## src/rtl/ret_pred_queue.sv

```systemverilog
// Return-address prediction queue: predicts return targets at fetch from the RAS,
// holds them in FIFO order, and checks each one against the EX-stage jalr target.
module ret_pred_queue #(
    parameter int DEPTH_INDEX = 2
) (
    input  logic                   clk,
    input  logic                   rst,
    input  logic                   stall,
    input  logic                   flush,
    input  logic                   if_valid,
    input  logic [31:0]            if_rdata,
    input  logic [31:0]            ras_target,
    input  logic                   ras_empty,
    input  logic                   ex_ret_valid,
    input  logic [31:0]            ex_target,
    output logic                   pred_taken,
    output logic [31:0]            pred_target,
    output logic                   fetch_stall,
    output logic                   mispredict,
    output logic [31:0]            correct_target,
    output logic [DEPTH_INDEX:0]   count
);

    localparam int DEPTH = 2 ** DEPTH_INDEX;
    localparam logic [DEPTH_INDEX:0] FULL_COUNT = (DEPTH_INDEX + 1)'(DEPTH);

    // jalr x0, imm(x1|x5): only opcode, rd and rs1 matter, so the mask keeps just those fields
    function automatic logic is_return_f(input logic [31:0] insn);
        logic [31:0] fields;
        fields = insn & 32'h000F_8FFF;
        return (fields == 32'h0000_8067) || (fields == 32'h0002_8067);
    endfunction

    logic [DEPTH_INDEX-1:0] head_r;
    logic [DEPTH_INDEX-1:0] tail_r;
    logic [DEPTH_INDEX:0]   count_r;
    logic                   pv_mem_r  [DEPTH];
    logic [31:0]            tgt_mem_r [DEPTH];
    logic                   mispredict_r;
    logic [31:0]            correct_target_r;

    logic        is_return_s;
    logic        full_s;
    logic        empty_s;
    logic        enq_fire_s;
    logic        resolve_s;
    logic        deq_fire_s;
    logic [31:0] pred_target_s;
    logic [31:0] actual_target_s;
    logic        mispredict_next_s;

    // Fetch-side decode, fire conditions and the resolve comparison
    always_comb begin
        is_return_s       = is_return_f(if_rdata);
        full_s            = (count_r == FULL_COUNT);
        empty_s           = (count_r == {(DEPTH_INDEX + 1){1'b0}});
        enq_fire_s        = if_valid & is_return_s & ~stall & ~flush & ~full_s;
        resolve_s         = ex_ret_valid & ~stall & ~flush;
        deq_fire_s        = resolve_s & ~empty_s;
        pred_target_s     = ras_target & ~32'h0000_0001;
        actual_target_s   = ex_target & ~32'h0000_0001;
        mispredict_next_s = 1'b0;
        if (empty_s) begin
            mispredict_next_s = 1'b1;
        end else begin
            mispredict_next_s = ~pv_mem_r[head_r] | (tgt_mem_r[head_r] != actual_target_s);
        end
    end

    // Occupancy and pointers; flush and reset both empty the queue
    always_ff @(posedge clk) begin
        if (rst || flush) begin
            head_r  <= {DEPTH_INDEX{1'b0}};
            tail_r  <= {DEPTH_INDEX{1'b0}};
            count_r <= {(DEPTH_INDEX + 1){1'b0}};
        end else begin
            if (enq_fire_s) begin
                tail_r <= tail_r + DEPTH_INDEX'(1);
            end
            if (deq_fire_s) begin
                head_r <= head_r + DEPTH_INDEX'(1);
            end
            case ({enq_fire_s, deq_fire_s})
                2'b10:   count_r <= count_r + (DEPTH_INDEX + 1)'(1);
                2'b01:   count_r <= count_r - (DEPTH_INDEX + 1)'(1);
                default: count_r <= count_r;
            endcase
        end
    end

    // Entry storage; stale contents are harmless once pointers are reset
    always_ff @(posedge clk) begin
        if (enq_fire_s) begin
            pv_mem_r[tail_r]  <= ~ras_empty;
            tgt_mem_r[tail_r] <= pred_target_s;
        end
    end

    // One-cycle mispredict pulse per resolve; correct_target holds between resolves
    always_ff @(posedge clk) begin
        if (rst) begin
            mispredict_r     <= 1'b0;
            correct_target_r <= 32'h0000_0000;
        end else if (resolve_s) begin
            mispredict_r     <= mispredict_next_s;
            correct_target_r <= actual_target_s;
        end else begin
            mispredict_r     <= 1'b0;
        end
    end

    assign pred_taken     = enq_fire_s & ~ras_empty;
    assign pred_target    = pred_target_s;
    assign fetch_stall    = if_valid & is_return_s & full_s;
    assign mispredict     = mispredict_r;
    assign correct_target = correct_target_r;
    assign count          = count_r;

endmodule

```

## config.mk

```make
export PLATFORM = sky130hd
export DESIGN_NAME = ret_pred_queue
export DESIGN_NICKNAME = d
export VERILOG_FILES = /design/src/rtl/ret_pred_queue.sv
export SDC_FILE = /design/constraint.sdc
export NUM_CORES = 1
export LEC_CHECK = 0
export ABC_AREA = 1
export ABC_CLOCK_PERIOD_IN_PS = 4800
export CAP_MARGIN = 20
export CORE_ASPECT_RATIO = 1.5
export CORE_MARGIN = 2
export CORE_UTILIZATION = 35
export DETAILED_ROUTE_END_ITERATION = 8
export SLEW_MARGIN = 20
export SYNTH_ARGS = -nofsm -noshare
export SYNTH_HDL_FRONTEND = slang
export SYNTH_SLANG_ARGS = --single-unit
export TNS_END_PERCENT = 5
```

## constraint.sdc

```tcl
create_clock -name clk -period 4.8 [get_ports clk]
set_input_delay 1.2 -clock clk [delete_from_list [all_inputs] [get_ports clk]]
set_output_delay 1.2 -clock clk [all_outputs]
set_load 0.1 [all_outputs]
```

==> results.cfg <==
[setup_path]
cp-start-kind = primary input
critical_path_required_ns = 3.60
critPathKind = in -> out
crit_path_max_fanout = 5
r2r_end = mispredict
rrSetupSlack_ns = 2.45
crit_arrival_ns = 2.90
reg2regPathDepth = 13
cp-end-kind = primary output

[placement]
place_area_um2 = 8800
numPortBuffers = 152
gp_congestion = 0.769
place_ws_ns = 0.649
dp_hpwl_um = 11500

[yosys]
yosys.area_share.simple = 0.219
ys_seq_area_frac = 0.637
synth_warnings = 0
yosys.cell_types.count = 23
ys_seq_elements = 169
synthMuxAreaShare = 0
syn_area_um2 = 7330
synthCells = 749
synth-xor-area-share = 0
synth_top_family_by_area = simple AND/OR/NAND/NOR gates
synthAdderAreaFrac = 0.0113
synth-compound-area-share = 0.0482
avgSynthCellArea_um2 = 9.78

[power]
switching_share = 0.267
p_per_area_nw_per_um2 = 347
leakagePower_nw = 3.66
p_clk_frac = 0.386
p_switching_mw = 0.866
pwr-share-seq = 0.490
p_total_mw = 3.24
comb_power_share = 0.124
ir_worst_vdd_uv = 235
p_int_mw = 2.38

[cells_and_area]
antennaDiodeCount = 0
syn_to_final_growth_pct = 27.4
final_core_util = 0.455
design_area_um2 = 9340
nets = 978
drive_gt1_frac = 0.0907

[clocking]
clkTransAtPathRegs_ns = 0.06
cts_tree = yes
cts_root_buffer = clkbuf_16
clkLatencyLatePin_ns = 0.43
htreeDepth = 4
cts_hold_buf = 0
postCtsResizedCells = 0
post-cts-setup-buffers = 0
clock_path_buffers = 2
cts_buffers = 17
cts_sinks = 169

[sta]
worst_slack_ns = 0.700
hold_viol = 0
fmax_ghz = 0.244
period_needed_ns = 4.10
slew_viol_final = 0
slew_headroom = 0.306
worstMarginPinSlew_ns = 1.04
grt_setup_unrepaired = no
period_share = 0.854
fin_tns_setup_ns = 0
clock_skew_ns = 0.0177
setup-violations-final = 0

[global_routing]
grt_util_all_layers = 0.168
overflow = 0
grt_pass1_vias = 5176
antenna_found_initial = 1
grt_pass1_wl_um = 27900
grt_max_degree = 65

[drt]
drc = 0
routedWlPerCell_um = 15.6
viasPerCell = 4.67
firstDrtPassIters = 5
drt_iter0_markers = 321
wirelength_um = 17800
ant_nets = 0
vias = 5348

[outcome]
status = finished clean

[floorplanning]
rows = 64
start_util = 0.357
die_x_um = 122
dieArea_um2 = 22100
design.portCount = 173
die_h_um = 181
coreArea_um2 = 20500

[min_path]
hold_start = head_r[1]
min_path_cells = 2
hold_class = reg -> reg

[job]
cap_violations = 0
-- cell type report --
type | instances | area [um2]
fill | 1953 | 11200
sequential | 169 | 4670
multi-input combinational | 469 | 2070
timing repair buffer | 162 | 1540
clock buffer | 19 | 443
tap | 264 | 330
inverter | 50 | 188
clock inverter | 13 | 96.3
-- cell usage in the layout, fill, tap and decap left out, types with 2 or more instances in the layout --
cell type,instances
edfxtp_1,128
buf_4,41
clkinv_2,2
nand3b_1,2
nand4_1,2
clkbuf_16,17
inv_2,2
clkinvlp_4,4
nand2_1,246
clkdlybuf4s50_1,119
ha_1,5
conb_1,2
inv_6,3
dfxtp_1,40
nor2_4,4
nand3_1,94
clkinv_4,3
a21oi_1,34
o21ai_0,35
clkinv_1,3
inv_1,46
buf_12,2
nor2_1,41
-- worst max-delay path, stage by stage --
cell and delay [ns]:
clkdlybuf4s50_1 0.39, nor2_1 0.10, nand3_1 0.09, nor4_1 0.18, nand4_1 0.16, nor2_1 0.27
inv_1 0.11, nor2_1 0.19, buf_12 0.20
-- worst max path at each step --
| stage | start | to | slack (ns) | depth (start not counted) |
|---|---|---|---|---|
| 5_1_grt | if_rdata[9] | pred_taken | 0.40 | 9 |
| 2_1_floorplan | if_rdata[9] | pred_taken | 0.36 | 7 |
| 6_report | if_rdata[9] | pred_taken | 0.70 | 9 |
| 3_3_place_gp | if_rdata[9] | pred_taken | 0.62 | 9 |
| 3_5_place_dp | if_rdata[9] | pred_taken | 0.65 | 9 |
| 4_1_cts | if_rdata[9] | pred_taken | 0.65 | 9 |
-- synthesized netlist by cell type, drive strengths merged --
| library cell | n | share of area |
|---|---|---|
| o21a | 1 | 0.0010 |
| nor2 | 45 | 0.023 |
| a21oi | 34 | 0.023 |
| o21ai | 35 | 0.024 |
| conb | 1 | 0.00051 |
| fa | 1 | 0.0027 |
| nand3b | 2 | 0.0020 |
| nor3 | 1 | 0.00068 |
| clkinv | 1 | 0.00051 |
| nand2 | 246 | 0.13 |
| inv | 49 | 0.025 |
| edfxtp | 128 | 0.52 |
| nand3 | 94 | 0.064 |
| nor4 | 1 | 0.00085 |
| dfxtp | 41 | 0.11 |
| nand4 | 2 | 0.0017 |
| clkbuf | 8 | 0.0041 |
| buf | 54 | 0.055 |
| ha | 5 | 0.0085 |
-- kinds of logic (layout without fill, tap and decap cells) --
group,count (synthesis),count (layout)
fa+ha+maj,6,6
other cells,1,2
compound gates,70,70
flops,169,169
simple gates,391,391
buf+inv,112,244
-- sequential cells by signal, indices dropped and copies added, names as in the netlist, named ones only --
| name | cells |
|---|---|
| correct_target | 31 |
| count | 3 |
| head_r | 2 |
| mispredict | 1 |
| pv_mem_r | 4 |
| tail_r | 2 |
| tgt_mem_r | 124 |
-- metrics by stage --
step	hold slack, ns	std cells
2_1_floorplan	0.436	750
3_3_place_gp	0.453	1114
3_5_place_dp	0.463	1114
4_1_cts	0.474	1146
5_1_grt	0.514	1146
6_report	0.469	1146
-- metal layers --
| metal | wire (um) | track usage | vias up |
|---|---|---|---|
| met4 | 298 | 0.0579 | 0 |
| met2 | 9530 | 0.305 | 147 |
| met1 | 7090 | 0.193 | 2477 |
| met5 | 0 | 0 | - |
| met3 | 921 | 0.0347 | 17 |
| li1 | - | - | 2707 |
-- power groups by stage --
stage                     Clock (mW)  Sequential, mW  Combinational, mW
after global placement             0            1.62              0.402
after detailed placement           0            1.62              0.403
after floorplan                    0            1.72              0.172
final                           1.25            1.59              0.401
after CTS                       1.28            1.59              0.404
after global routing            1.33            1.59              0.420
(Power assumes the default switching activity.)
==> patch 1 (config.mk and constraints unchanged) <==
Change the parameter `DEPTH_INDEX` from 2 to 3.
--- a/src/rtl/ret_pred_queue.sv
+++ b/src/rtl/ret_pred_queue.sv
@@ -1,7 +1,7 @@
 // Return-address prediction queue: predicts return targets at fetch from the RAS,
 // holds them in FIFO order, and checks each one against the EX-stage jalr target.
 module ret_pred_queue #(
-    parameter int DEPTH_INDEX = 2
+    parameter int DEPTH_INDEX = 3
 ) (
     input  logic                   clk,
     input  logic                   rst,
Ports: changed (resized count); port bits go from 173 to 174. No check against the original RTL was run, so the function may have changed too.
==> patch 1 against the original RTL <==
Power increased by 68%; worst setup slack improved by 130 ps; cell area increased by 71%; register-to-register slack got worse by 310 ps; routed wire length increased by 87%; sequential cell count increased by 132; area after synthesis increased by 83%; critical path depth decreased by 1; utilization decreased by 3.1 points; cell count increased by 77%; sequential share of layout area increased by 3.8 points; non-clock buffer count increased by 8; worst hold slack improved by 0.73 ps; critical endpoint unchanged.
==> patch 1: results (changes against the original RTL) <==
status: "completed"
path_max_fanout: 6  # +1
hp-start: "head_r[2]"
cp.arrival_ps: 2770  # -130 ps
synth.area.top_cells: "edfxtp_1 (57%), nand2_1 (12%), dfxtp_1 (6.7%), nand3_1 (6.7%), inv_1 (6.6%)"
first_global_vias: 9156  # +77%
cts-root-buf: "clkbuf_16"
synth_cell_types: 29  # +26%
yosysSeqAreaShare_pct: 64.05  # +0.38 points
htreeDepth: 1  # -3
power_switching_w: 0.001260  # +46%
clk_latency_ps: 560  # +130 ps
peakVddDrop_v: 0.0001723  # -27%
reg2reg_depth: 12  # -1
io_buffer_count: 153  # +0.66%
min_path_cells: 2  # unchanged
largest_reg_flops: 248  # +100%
antenna_found_initial: 0  # -1
cts_made_buffers: 28  # +11
clock_path_buffers: 3  # +1
grt_pass1_wl_mm: 50.67  # +81%
dpl.hpwl_mm: 20.16  # +75%
final_cells: 2031  # +77%
fin_nets: 1629  # +67%
p_leak_nw: 6.729  # +84%
dp.cells: 1980  # +78%
synth-async-reset-ratio_pct: 0  # unchanged
worst_pin_slew_ps: 995.7  # -42.42 ps
drive_gt1_share_pct: 7.069  # -2.0 points
whs_ps: 469.5  # +0.7350 ps
vias: 9443  # +77%
synth_edf_count: 256  # +100%
drtIter0Drc: 690  # +110%
gp_congestion: 0.7599  # -1.2%
finClkSkew_ps: 22.73  # +5.075 ps
syn_area_per_cell_um2: 9.503  # -2.8%
synthTopCellsByCount: "nand2_1 (413), edfxtp_1 (256), inv_1 (234)"
grt_max_degree: 74  # +14%
place_area_mm2: 0.01509  # +72%
-- patch 1: stage by stage --
| step | setup WS (ps) | utilization (%) |
|---|---|---|
| 6_report | 825.9 | 42.45 |
| 5_1_grt | 657.8 | 42.45 |
| 4_1_cts | 791.9 | 42.45 |
| 3_5_place_dp | 789.9 | 40.08 |
| 3_3_place_gp | 778.6 | 40.08 |
| 2_1_floorplan | -61.52 | - |
-- patch 1: layer usage --
metal	share of wire, %	global-route usage, %
met1	39	19.90
met2	52	30.52
met3	5.2	1.822
met4	2.9	5.986
met5	0	0
-- patch 1: how the worst max path moves through the flow --
stage / cells after the start / slack [ps] / end / from
finish: 8 / 830 / pred_taken / if_rdata[11]
global route: 8 / 660 / pred_taken / if_rdata[11]
CTS: 8 / 790 / pred_taken / if_rdata[11]
detailed placement: 8 / 790 / pred_taken / if_rdata[11]
global placement: 8 / 780 / pred_taken / if_rdata[11]
floorplan: 7 / -60 / pv_mem_r[2] / if_rdata[11]
-- patch 1: final cells by class --
cell class	count	area [um2]
Clock buffer	33	750.7
Sequential cell	301	8593
Multi-Input combinational cell	783	3411
Fill cell	3632	21670
Tap cell	489	611.8
Timing Repair Buffer	170	1589
Inverter	237	890.9
Clock inverter	18	142.6
-- patch 1: tightest hold or removal path: cells and delay by family, from the launching register on --
kind	cells	cell delay (ps)
AOI/OAI and AO/OA	1	60
buffers and inverters	1	50
DFF	1	310
-- patch 1: logic make-up after synthesis --
kind of cell / synth area share, %
compound gates: 3.135
xor+xnor: 0.2613
fa+ha+maj: 0.4665
buf+inv: 10.84
flops: 64.05
other cells: 0.02797
simple gates: 21.22
-- patch 1: power groups by stage --
| stage | sequential [W] | clock [W] | combinational, W |
|---|---|---|---|
| after floorplan | 0.00301 | 0 | 0.000173 |
| after global placement | 0.00291 | 0 | 0.000425 |
| after detailed placement | 0.00291 | 0 | 0.000427 |
| after CTS | 0.00285 | 0.00221 | 0.000428 |
| after global routing | 0.00285 | 0.00231 | 0.000443 |
| final | 0.00285 | 0.00217 | 0.000423 |
==> patch 2 (same flow settings) <==
Made on the original files. Reset style: asynchronous (`rst`), changed in one clocked block.
--- a/src/rtl/ret_pred_queue.sv
+++ b/src/rtl/ret_pred_queue.sv
@@ -97,7 +97,7 @@
     end
 
     // One-cycle mispredict pulse per resolve; correct_target holds between resolves
-    always_ff @(posedge clk) begin
+    always_ff @(posedge clk or posedge rst) begin
         if (rst) begin
             mispredict_r     <= 1'b0;
             correct_target_r <= 32'h0000_0000;
Function: differs if rst is asserted again (counterexample within 4 cycles, from zero or initial values and one cycle with rst high); with rst held inactive, the same outputs for 10 cycles.
==> patch 2 against the original RTL <==
Routed wire length is essentially flat; register-to-register slack gained 100 ps; sequential power grew 3%; power grew 17%; global-route usage shrank 0.51 points; utilization shrank 0.12 points; via count grew 1.6%; area after synthesis grew 1.5%; sequential cell count is the same; cell area grew 2.1%; worst setup slack gained 74 ps; cell count shrank 0.17%; sequential share of layout area grew 0.66 points; fmax grew 1.8%.
==> patch 2: results (changes against the original RTL) <==
yosysSeqAreaShare_pct: 64.86  # +1.2 points
synthTopCellsByCount: "nand2_1 (268), edfxtp_1 (128), nand3_1 (99)"
clock_path_buffers: 2  # unchanged
peakVddDrop_v: 0.0002434  # +3.6%
finClkSkew_ps: 10.10  # -7.555 ps
grt_pass1_wl_mm: 27.19  # -2.6%
grt_usage_pct: 16.29  # -0.51 points
cts-resized-gates: 0  # unchanged
reg2reg_depth: 14  # +1
cts.clk_slew.worst_paths_ps: 60  # about the same
wl_met2_mm: 9.390  # -1.5%
grt_max_degree: 65  # unchanged
synth_cell_types: 22  # -4.3%
first_global_vias: 5247  # +1.4%
r2r_slack_ps: 2550  # +100 ps
wirelength_mm: 17.85  # about the same
synth-async-reset-ratio_pct: 18.93  # +19 points
status: "completed"
drive_gt1_share_pct: 9.247  # +0.18 points
routed.top_layer: "met4"
cp_top_family: "buffers and inverters"
drt-met1-wl_mm: 6.899  # -2.7%
antenna_cells: 0  # unchanged
hp-start: "head_r[0]"
worst_pin_slew_ps: 1007  # -30.67 ps
vias_per_cell: 4.749  # +1.8%
p_leak_nw: 3.913  # +7.0%
min_path_cells: 1  # -1
dpl.hpwl_mm: 11.39  # -1.0%
place_area_mm2: 0.008904  # +1.2%
drtIter0Drc: 394  # +23%
cts-root-buf: "clkbuf_16"
io_buffer_count: 152  # unchanged
antenna_found_initial: 0  # -1
fin_nets: 972  # -0.61%
synth.area.top_cells: "edfxtp_1 (52%), nand2_1 (14%), dfrtp_1 (11%), nand3_1 (6.7%), buf_4 (3.6%)"
path_max_fanout: 10  # +5
rr_endpoint: "count[2]"
wl_met3_mm: 1.029  # +12%
cp.arrival_ps: 2830  # -70 ps
gp_congestion: 0.7272  # -5.4%
==> patch 2: logic make-up (layout without fill, tap and decap cells) <==
group,after synthesis,after routing,share of synthesized area (%)
AND/OR/NAND/NOR,406,406,22.42
AO/OA/AOI/OAI,47,47,3.162
buffers and inverters,113,246,8.394
adder cells (fa/ha/maj),6,6,1.110
other,1,2,0.05041
flip-flops,169,169,64.86
==> patch 2: stage by stage <==
step                hold WS (ps)  setup slack [ps]  instances  total power [W]
finish                     477.8             773.3       1144         0.003781
global route               492.7             591.8       1144         0.003899
CTS                        478.4             758.0       1144         0.003810
detailed placement         470.0             761.8       1112         0.002374
global placement           453.1             789.3       1112         0.002371
floorplan                  435.6             409.8        743         0.002167
==> patch 2: area by class of cell <==
cell class | count | area [um2]
multi-input combinational | 461 | 2031
clock inverter | 14 | 193.9
fill | 1999 | 11450
clock buffer | 18 | 429.2
tap | 268 | 335.3
inverter | 54 | 205.2
timing repair buffer | 160 | 1511
sequential | 169 | 4826
==> patch 2: routing by layer <==
metal | vias up | track usage, %
li1 | 2670 | -
met1 | 2551 | 17.89
met2 | 183 | 29.46
met3 | 29 | 3.344
met4 | 0 | 7.682
met5 | - | 0
==> patch 2: power by group <==
group / internal, W / leakage [nW] / switching (W)
Combinational: 0.000172 / 1.99 / 0.000529
Sequential: 0.00161 / 1.62 / 0.0000231
Clock: 0.000876 / 0.302 / 0.000566
Total: 0.00266 / 3.91 / 0.00112
==> patch 2: how the worst max path moves through the flow <==
stage                      startpoint    endpoint  slack, ps  cells past startpoint
after floorplan           if_rdata[9]  pred_taken        410                      5
after global placement    if_rdata[9]  pred_taken        790                      8
after detailed placement  if_rdata[9]  pred_taken        760                      8
after CTS                 if_rdata[9]  pred_taken        760                      8
after global routing      if_rdata[9]  pred_taken        590                      8
final                     if_rdata[9]  pred_taken        770                      8
